**config.mk**
```make
export PLATFORM = sky130hd
export DESIGN_NAME = multicycle_calc
export DESIGN_NICKNAME = d
export VERILOG_FILES = /design/src/rtl/multicycle_calc.sv
export SDC_FILE = /design/constraint.sdc
export NUM_CORES = 1
export LEC_CHECK = 0
export ABC_CLOCK_PERIOD_IN_PS = 10420
export CAP_MARGIN = 15
export CORE_MARGIN = 5
export CORE_UTILIZATION = 40
export CTS_BUF_LIST = sky130_fd_sc_hd__clkbuf_2
export DETAILED_ROUTE_END_ITERATION = 7
export GPL_TIMING_DRIVEN = 0
export PLACE_DENSITY_LB_ADDON = 0.2
export SKIP_CTS_REPAIR_TIMING = 1
export SLEW_MARGIN = 30
export SYNTH_ARGS = -nofsm -noshare
export SYNTH_HDL_FRONTEND = slang
export SYNTH_SLANG_ARGS = --single-unit
export TNS_END_PERCENT = 100
```
**constraint.sdc**
```tcl
create_clock -name clk -period 10.42 [get_ports clk]
set_clock_uncertainty 0.05 [all_clocks]
set_input_delay 2.605 -clock clk [delete_from_list [all_inputs] [get_ports clk]]
set_output_delay 2.605 -clock clk [all_outputs]
set_load 0.02 [all_outputs]
```
**src/rtl/multicycle_calc.sv**
```systemverilog
// multicycle_calc: operand-muxed ALU with single-cycle ops and an optional
// iterative shift-add multiplier. Define CALC_MUL_EN to build the multiplier;
// without it opcode 111 completes in one cycle with a zero result.
module multicycle_calc #(
    parameter int unsigned WIDTH = 16
) (
    input  logic             clk,
    input  logic             reset,
    input  logic             input_start,
    input  logic [WIDTH-1:0] input_A,
    input  logic [WIDTH-1:0] input_B,
    input  logic [WIDTH-1:0] input_PC,
    input  logic [WIDTH-1:0] input_imm,
    input  logic [1:0]       input_ALUSrcA,
    input  logic [1:0]       input_ALUSrcB,
    input  logic [2:0]       input_ALUOp,
    output logic [WIDTH-1:0] output_ALU,
    output logic             output_Zero,
    output logic             output_negative,
    output logic             output_overflow,
    output logic             output_busy,
    output logic             output_done
);

    localparam int unsigned MSB = WIDTH - 1;

    logic [WIDTH-1:0] op_a;
    logic [WIDTH-1:0] op_b;
    logic [WIDTH-1:0] add_c;
    logic [WIDTH-1:0] sub_c;
    logic [WIDTH-1:0] res_c;
    logic             ovf_c;
    logic             slt_c;

    // Operand selection from the current inputs
    always_comb begin
        op_a = '0;
        op_b = '0;
        case (input_ALUSrcA)
            2'b00:   op_a = input_A;
            2'b01:   op_a = input_PC;
            default: op_a = '0;
        endcase
        case (input_ALUSrcB)
            2'b00:   op_b = input_B;
            2'b01:   op_b = input_imm;
            2'b10:   op_b = WIDTH'(2);
            default: op_b = {input_imm[WIDTH-2:0], 1'b0};
        endcase
    end

    // Single-cycle result and overflow flag
    always_comb begin
        add_c = op_a + op_b;
        sub_c = op_a - op_b;
        slt_c = ($signed(op_a) < $signed(op_b));
        res_c = '0;
        ovf_c = 1'b0;
        case (input_ALUOp)
            3'b000: res_c = op_a;
            3'b001: begin
                res_c = add_c;
                ovf_c = (op_a[MSB] == op_b[MSB]) && (add_c[MSB] != op_a[MSB]);
            end
            3'b010: begin
                res_c = sub_c;
                ovf_c = (op_a[MSB] != op_b[MSB]) && (sub_c[MSB] != op_a[MSB]);
            end
            3'b011: res_c = op_a & op_b;
            3'b100: res_c = op_a | op_b;
            3'b101: res_c = op_a ^ op_b;
            3'b110: res_c = {{(WIDTH-1){1'b0}}, slt_c};
            default: res_c = '0;
        endcase
    end

`ifdef CALC_MUL_EN
    localparam int unsigned PW = 2 * WIDTH;
    localparam int unsigned CW = $clog2(WIDTH);

    typedef enum logic {
        IDLE = 1'b0,
        MUL  = 1'b1
    } state_t;

    state_t           state;
    logic [CW-1:0]    cnt;
    logic [PW-1:0]    acc;
    logic [PW-1:0]    mcand;
    logic [WIDTH-1:0] mplier;
    logic [PW-1:0]    acc_next;

    // One shift-add step; on the last step this is the full product
    always_comb begin
        acc_next = acc + (mplier[0] ? mcand : '0);
    end

    // Control FSM, multiplier datapath and registered outputs
    always_ff @(posedge clk) begin
        if (reset) begin
            state           <= IDLE;
            cnt             <= '0;
            acc             <= '0;
            mcand           <= '0;
            mplier          <= '0;
            output_ALU      <= '0;
            output_Zero     <= 1'b0;
            output_negative <= 1'b0;
            output_overflow <= 1'b0;
            output_busy     <= 1'b0;
            output_done     <= 1'b0;
        end else begin
            output_done <= 1'b0;
            case (state)
                IDLE: begin
                    if (input_start) begin
                        if (input_ALUOp == 3'b111) begin
                            state       <= MUL;
                            output_busy <= 1'b1;
                            cnt         <= '0;
                            acc         <= '0;
                            mcand       <= {{WIDTH{1'b0}}, op_a};
                            mplier      <= op_b;
                        end else begin
                            output_ALU      <= res_c;
                            output_Zero     <= (res_c == '0);
                            output_negative <= res_c[MSB];
                            output_overflow <= ovf_c;
                            output_done     <= 1'b1;
                        end
                    end
                end
                MUL: begin
                    if (cnt == CW'(WIDTH - 1)) begin
                        output_ALU      <= acc_next[WIDTH-1:0];
                        output_Zero     <= (acc_next[WIDTH-1:0] == '0);
                        output_negative <= acc_next[MSB];
                        output_overflow <= |acc_next[PW-1:WIDTH];
                        output_done     <= 1'b1;
                        output_busy     <= 1'b0;
                        cnt             <= '0;
                        state           <= IDLE;
                    end else begin
                        acc    <= acc_next;
                        mcand  <= {mcand[PW-2:0], 1'b0};
                        mplier <= {1'b0, mplier[WIDTH-1:1]};
                        cnt    <= cnt + CW'(1);
                    end
                end
                default: state <= IDLE;
            endcase
        end
    end
`else
    // Without the multiplier every op completes at the accepting edge
    assign output_busy = 1'b0;

    // Registered result and flags, updated on each accepted start
    always_ff @(posedge clk) begin
        if (reset) begin
            output_ALU      <= '0;
            output_Zero     <= 1'b0;
            output_negative <= 1'b0;
            output_overflow <= 1'b0;
            output_done     <= 1'b0;
        end else begin
            output_done <= 1'b0;
            if (input_start) begin
                output_ALU      <= res_c;
                output_Zero     <= (res_c == '0);
                output_negative <= res_c[MSB];
                output_overflow <= ovf_c;
                output_done     <= 1'b1;
            end
        end
    end
`endif

endmodule

```
# Word-level counts from Yosys, hierarchy flattened
# Index checks and enable logic that the tools add are counted.
dict set report classes {
  n_addsub 2
  magnitude_cmp 1
  eq_ne 13
  muxes 5
  bitwise 3
  n_reduce_logical 6
}
# operator count
set op_table {}
lappend op_table {{case mux 16 bit (7 select lines)} 1}
lappend op_table {{case mux 16 bit (3 select lines)} 1}
lappend op_table {{case mux 16 bit (2 select lines)} 1}
lappend op_table {{adder 16 bit} 1}
lappend op_table {{bitwise AND 16 bit} 1}
lappend op_table {{logical NOT 16 bit} 1}
lappend op_table {{< comparator 16 bit} 1}
lappend op_table {{bitwise OR 16 bit} 1}
lappend op_table {{subtractor 16 bit} 1}
lappend op_table {{XOR 16 bit} 1}
lappend op_table {{== test 3 bit (second input constant)} 3}
lappend op_table {{== test 3 x 2 -> 1 bit (second input constant)} 2}
lappend op_table {{== test 2 x 1 -> 1 bit (second input constant)} 2}
lappend op_table {{logical NOT 2 bit} 2}
lappend op_table {{== test 3 x 1 -> 1 bit (second input constant)} 1}
lappend op_table {{logical NOT 3 bit} 1}
lappend op_table {{inequality test 1 bit} 3}
lappend op_table {{== test 2 bit (second input constant)} 1}
lappend op_table {{logical AND 1 bit} 2}
lappend op_table {{case mux 1 bit (2 select lines)} 1}
lappend op_table {{== test 1 bit} 1}
lappend op_table {{two-way mux 1 bit} 1}
dict set report totals {
  regBits 20
  inputBits 74
  output_inout_bits 21
  word_cells 35
}

# Longest topological paths before layout
dict set report logic_depth {
  word_depth 6
  ltp_mapped 16
  ltp_nobuf 14
}

# Worst setup path after synthesis
# OpenSTA, ideal clock, no wires.
dict set report synth_path {
  path_kind {input port to flip-flop}
  from {input input_ALUSrcB[0]}
  to {register output_overflow}
  setup_ns 0.078
  t_arrival_ns 5.723
  t_required_ns 10.292
  setup_slack_ns 4.569
  stages 15
  n_path_buf 3
  path_cell_list {buf_1 -> clkbuf_1 -> nand3_1 -> o21ai_0 -> ha_1 -> buf_2 -> nor4_1 -> a21oi_1 -> nand4_1 -> nand3_1 -> a2111oi_0 -> nor2_1 -> xnor2_1 -> o311a_1 -> nor3_1}
}
dict set report synth_between {
  elab_chain_cells 6
  elab_cells_between_ends 13
  cone_classes {add/sub (2); eq/ne (6); mux (2); reduce/logical (3)}
}
# item line_no
set synth_lines {}
lappend synth_lines {{start, declared} 15} ;# input logic [1:0] input_ALUSrcB,
lappend synth_lines {{== test 2 bit (tied with other cells)} 44} ;# case (input_ALUSrcB)
lappend synth_lines {{case mux 16 bit (3 select lines) *} 44}
lappend synth_lines {{subtractor 16 bit / adder 16 bit (equally long branches)} {55, 54}}
lappend synth_lines {{inequality test 1 bit (on tied branches)} {67, 63}}
lappend synth_lines {{logical AND 1 bit (on tied branches)} {67, 63}}
lappend synth_lines {{case mux 1 bit (2 select lines) *} 59} ;# case (input_ALUOp)
lappend synth_lines {{end signal, assigned} 172} ;# output_overflow <= ovf_c;
lappend synth_lines {{end, declared} 20} ;# output logic output_overflow,
# Mark *: on every way between the ends. The rest lies on a longest branch, timed or not.
# A chain may end at the register's enable or synchronous reset.

# Final worst setup path
dict set report layout_path {
  from {input input_ALUSrcA[1]}
  to {register output_overflow}
}
dict set report layout_between {
  elab_chain_cells 6
  elab_cells_between_ends 12
  cone_classes {add/sub (2); eq/ne (5); mux (2); reduce/logical (3)}
}
# item line_no
set layout_lines {}
lappend layout_lines {{start, declared} 14} ;# input logic [1:0] input_ALUSrcA,
lappend layout_lines {{== test 2 x 1 -> 1 bit / logical NOT 2 bit (equally long branches)} 39} ;# case (input_ALUSrcA)
lappend layout_lines {{case mux 16 bit (2 select lines) *} 39}
lappend layout_lines {{subtractor 16 bit / adder 16 bit (equally long branches)} {55, 54}}
lappend layout_lines {{inequality test 1 bit (on tied branches)} {67, 63}}
lappend layout_lines {{logical AND 1 bit (on tied branches)} {67, 63}}
lappend layout_lines {{case mux 1 bit (2 select lines) *} 59}
# Marks and branches as above.

==> results.py <==
metrics = {
    "route": {
        "drt_iter0_drc": 518,
        "totalWireLength_um": 16900,
        "vias": 5132,
        "wl_per_cell_um": 20.1,
        "drtPass1Iterations": 5,
        "drc": 0,
        "drt-vias-per-instance": 6.08,
        "antenna_left": 0,
    },
    "setup_path": {
        "path_buf_inv": 3,
        "arrival_ns": 7.32,
        "critPathLaunchType": "primary input",
        "path_cells": "clkdlybuf4s50_1 -> clkbuf_1 -> clkbuf_1 -> nor2_1 -> ha_1 -> a211oi_1 -> o21ai_1 -> nand4_1 -> nand3_1 -> a2111oi_0 -> nor2_1 -> xnor2_1 -> o311a_1 -> nor3_1",
        "crit_fanout": 10,
        "slowest_stage": "a2111oi_0",
        "cp_slowest_stage_delay_ns": 0.72,
        "crit_type": "primary input to flip-flop",
        "worstPathRequired_ns": 10.62,
        "crit_family": "compound AO/OA/AOI/OAI gates",
        "endpoint_kind": "flip-flop",
    },
    "clock_network": {
        "worstSkewPairLatency_ns": 0.31,
        "numCtsBuffers": 3,
        "cts_sinks": 19,
        "cts_tree": "yes",
        "htree_levels": 1,
        "cts_max_path_buffers": 2,
        "path_clk_slew_ns": 0.18,
        "cts_root_buf": "clkbuf_2",
    },
    "synthesis": {
        "synth-xor-area-share_pct": 1.23,
        "yosys.area_share.adder_pct": 15.0,
        "syn-num-nets": 737,
        "synth_warnings": 0,
        "synth-seq-area-share_pct": 8.93,
        "synth_cells": 613,
        "syn_area_per_cell_um2": 6.95,
        "synth_seq_cells": 19,
        "synth_top_family_by_area": "compound AO/OA/AOI/OAI gates",
        "yosys.area_share.simple_pct": 25.5,
        "muxShareOfSynthArea_pct": 8.73,
        "synth_cell_types": 77,
        "synth_edf_count": 0,
        "synthArstFlopShare_pct": 0,
        "synth_ff_type": "dfxtp_1",
        "netlist_area_um2": 4260,
        "synth_compound_area_share_pct": 31.0,
    },
    "layout": {
        "drive_gt1_share_pct": 6.78,
        "syn_to_final_growth_pct": 25.9,
        "final_common_cell": "clkdlybuf4s50_1",
        "diodes": 0,
        "final_cell_mix": "clkdlybuf4s50_1, nor2_1, inv_1, ha_1",
        "final_net_count": 833,
        "fillCellCount": 1068,
    },
    "floorplanning": {
        "die_area_um2": 12800,
        "die_h_um": 113,
        "floorplan.initialDensity_pct": 41.1,
        "coreArea_um2": 10400,
        "rows": 37,
        "io_pins": 95,
        "die_w_um": 113,
    },
    "hold_path": {
        "hold_path.class": "flip-flop to flip-flop",
    },
    "sta": {
        "fin_crit_sh_pct": 68.3,
        "max_slew.worst_pin.slew_ns": 0.830,
        "min_period_ns": 7.12,
        "hold_viol_final": 0,
        "max_freq_mhz": 141,
        "finalMaxSlewViolations": 0,
        "rsz0062_at_grt": "false",
        "slew-limit-headroom_pct": 44.4,
        "setup_viol_count_final": 0,
        "fin_tns_setup_ns": 0,
    },
    "place": {
        "gp_congestion": 1.02,
        "dp_hpwl_um": 13900,
        "numPortBuffers": 91,
    },
    "pwr": {
        "p_leak_uw": 0.00218,
        "finalPower_uw": 421,
        "p_per_area_nw_per_um2": 78.5,
        "peakVddDrop_v": 0.0000556,
    },
    "grt": {
        "grt_overflow": 0,
        "grt_pass1_vias": 5029,
        "grt_antenna_before_repair": 0,
        "grt_pass1_wl_um": 26400,
        "track_usage_pct": 25.6,
        "grt_max_degree": 12,
    },
    "outcome": {
        "status": "finished, final reports clean",
    },
    "job": {
        "maxCapViolCount": 0,
    },
}
-- synth_stat cells (all sizes together) (8+ instances only) --
master	number	share of area [%]
buf	25	3.2
nand3	23	2.7
ha	48	14
nor2	81	7.2
inv	48	4.2
a21oi	40	4.8
a211oi	14	2.5
nand2	22	1.9
clkbuf	22	1.9
o21ai	41	4.8
mux2i	36	8.5
a2111oi	8	1.9
nor3	21	2.5
or2	9	1.3
dfxtp	19	8.9
nor2b	16	2.4
-- report_power, final --
part | internal [uW] | switching [uW] | total, uW
registers | 79.0 | 3.38 | 82.4
logic | 126 | 181 | 307
clock network | 8.69 | 22.4 | 31.1
-- kinds of logic (layout without fill, tap and decap cells) --
kind of cell,after synthesis,in the layout
buf+inv,96,191
xor+xnor,6,6
flops,19,19
mux,37,37
simple gates,216,216
compound gates,188,188
fa+ha+maj,50,50
other cells,1,1
-- sequential cells by signal, summed over array words and instances, names as in the netlist --
register,cells
output_ALU,16
output_Zero,1
output_done,1
output_overflow,1
-- area by class of cell --
type,count,area [um2],share of cell area [%]
tap,136,170,3.17
timing repair buffer,91,911,17.0
clock buffer,3,15.0,0.280
clock inverter,1,5.00,0.0934
buffer,47,219,4.08
inverter,49,184,3.43
sequential,19,380,7.10
multi-input combinational,498,3480,64.8
-- metrics by stage --
| step | area (um2) | worst slack (ns) | hold slack (ns) | cells | util (%) |
|---|---|---|---|---|---|
| after floorplan | 4260 | 4.57 | 0.493 | 613 | - |
| after global placement | 5340 | 3.13 | 0.416 | 840 | 51.5 |
| after detailed placement | 5340 | 2.99 | 0.418 | 840 | 51.5 |
| after CTS | 5360 | 3.33 | 0.443 | 844 | 51.7 |
| after global routing | 5360 | 3.12 | 0.471 | 844 | 51.7 |
| final | 5360 | 3.30 | 0.445 | 844 | 51.7 |
-- final timing paths --
check	cells past startpoint	end	start	slack, ns
max reg2reg	2	output_ALU[15]	output_ALU[15]	9.63
min	2	output_overflow	output_overflow	0.44
min reg2reg	2	output_overflow	output_overflow	0.44
max	14	output_overflow	input_ALUSrcA[1]	3.30
-- layer usage --
layer / share of wire [%] / vias to the layer above / GRT usage (%)
met3: 9.1 / 44 / 4.92
met2: 45 / 267 / 42.8
met5: 0 / - / 0
met4: 4.5 / 0 / 10.1
met1: 41 / 2385 / 32.2
li1: - / 2436 / -
-- worst reg2reg max path, cell delays in order, from the launching register on --
cell and delay, ns:
dfxtp_1 0.39, nor2_1 0.05, a311oi_1 0.24
(Power assumes the default switching activity.)
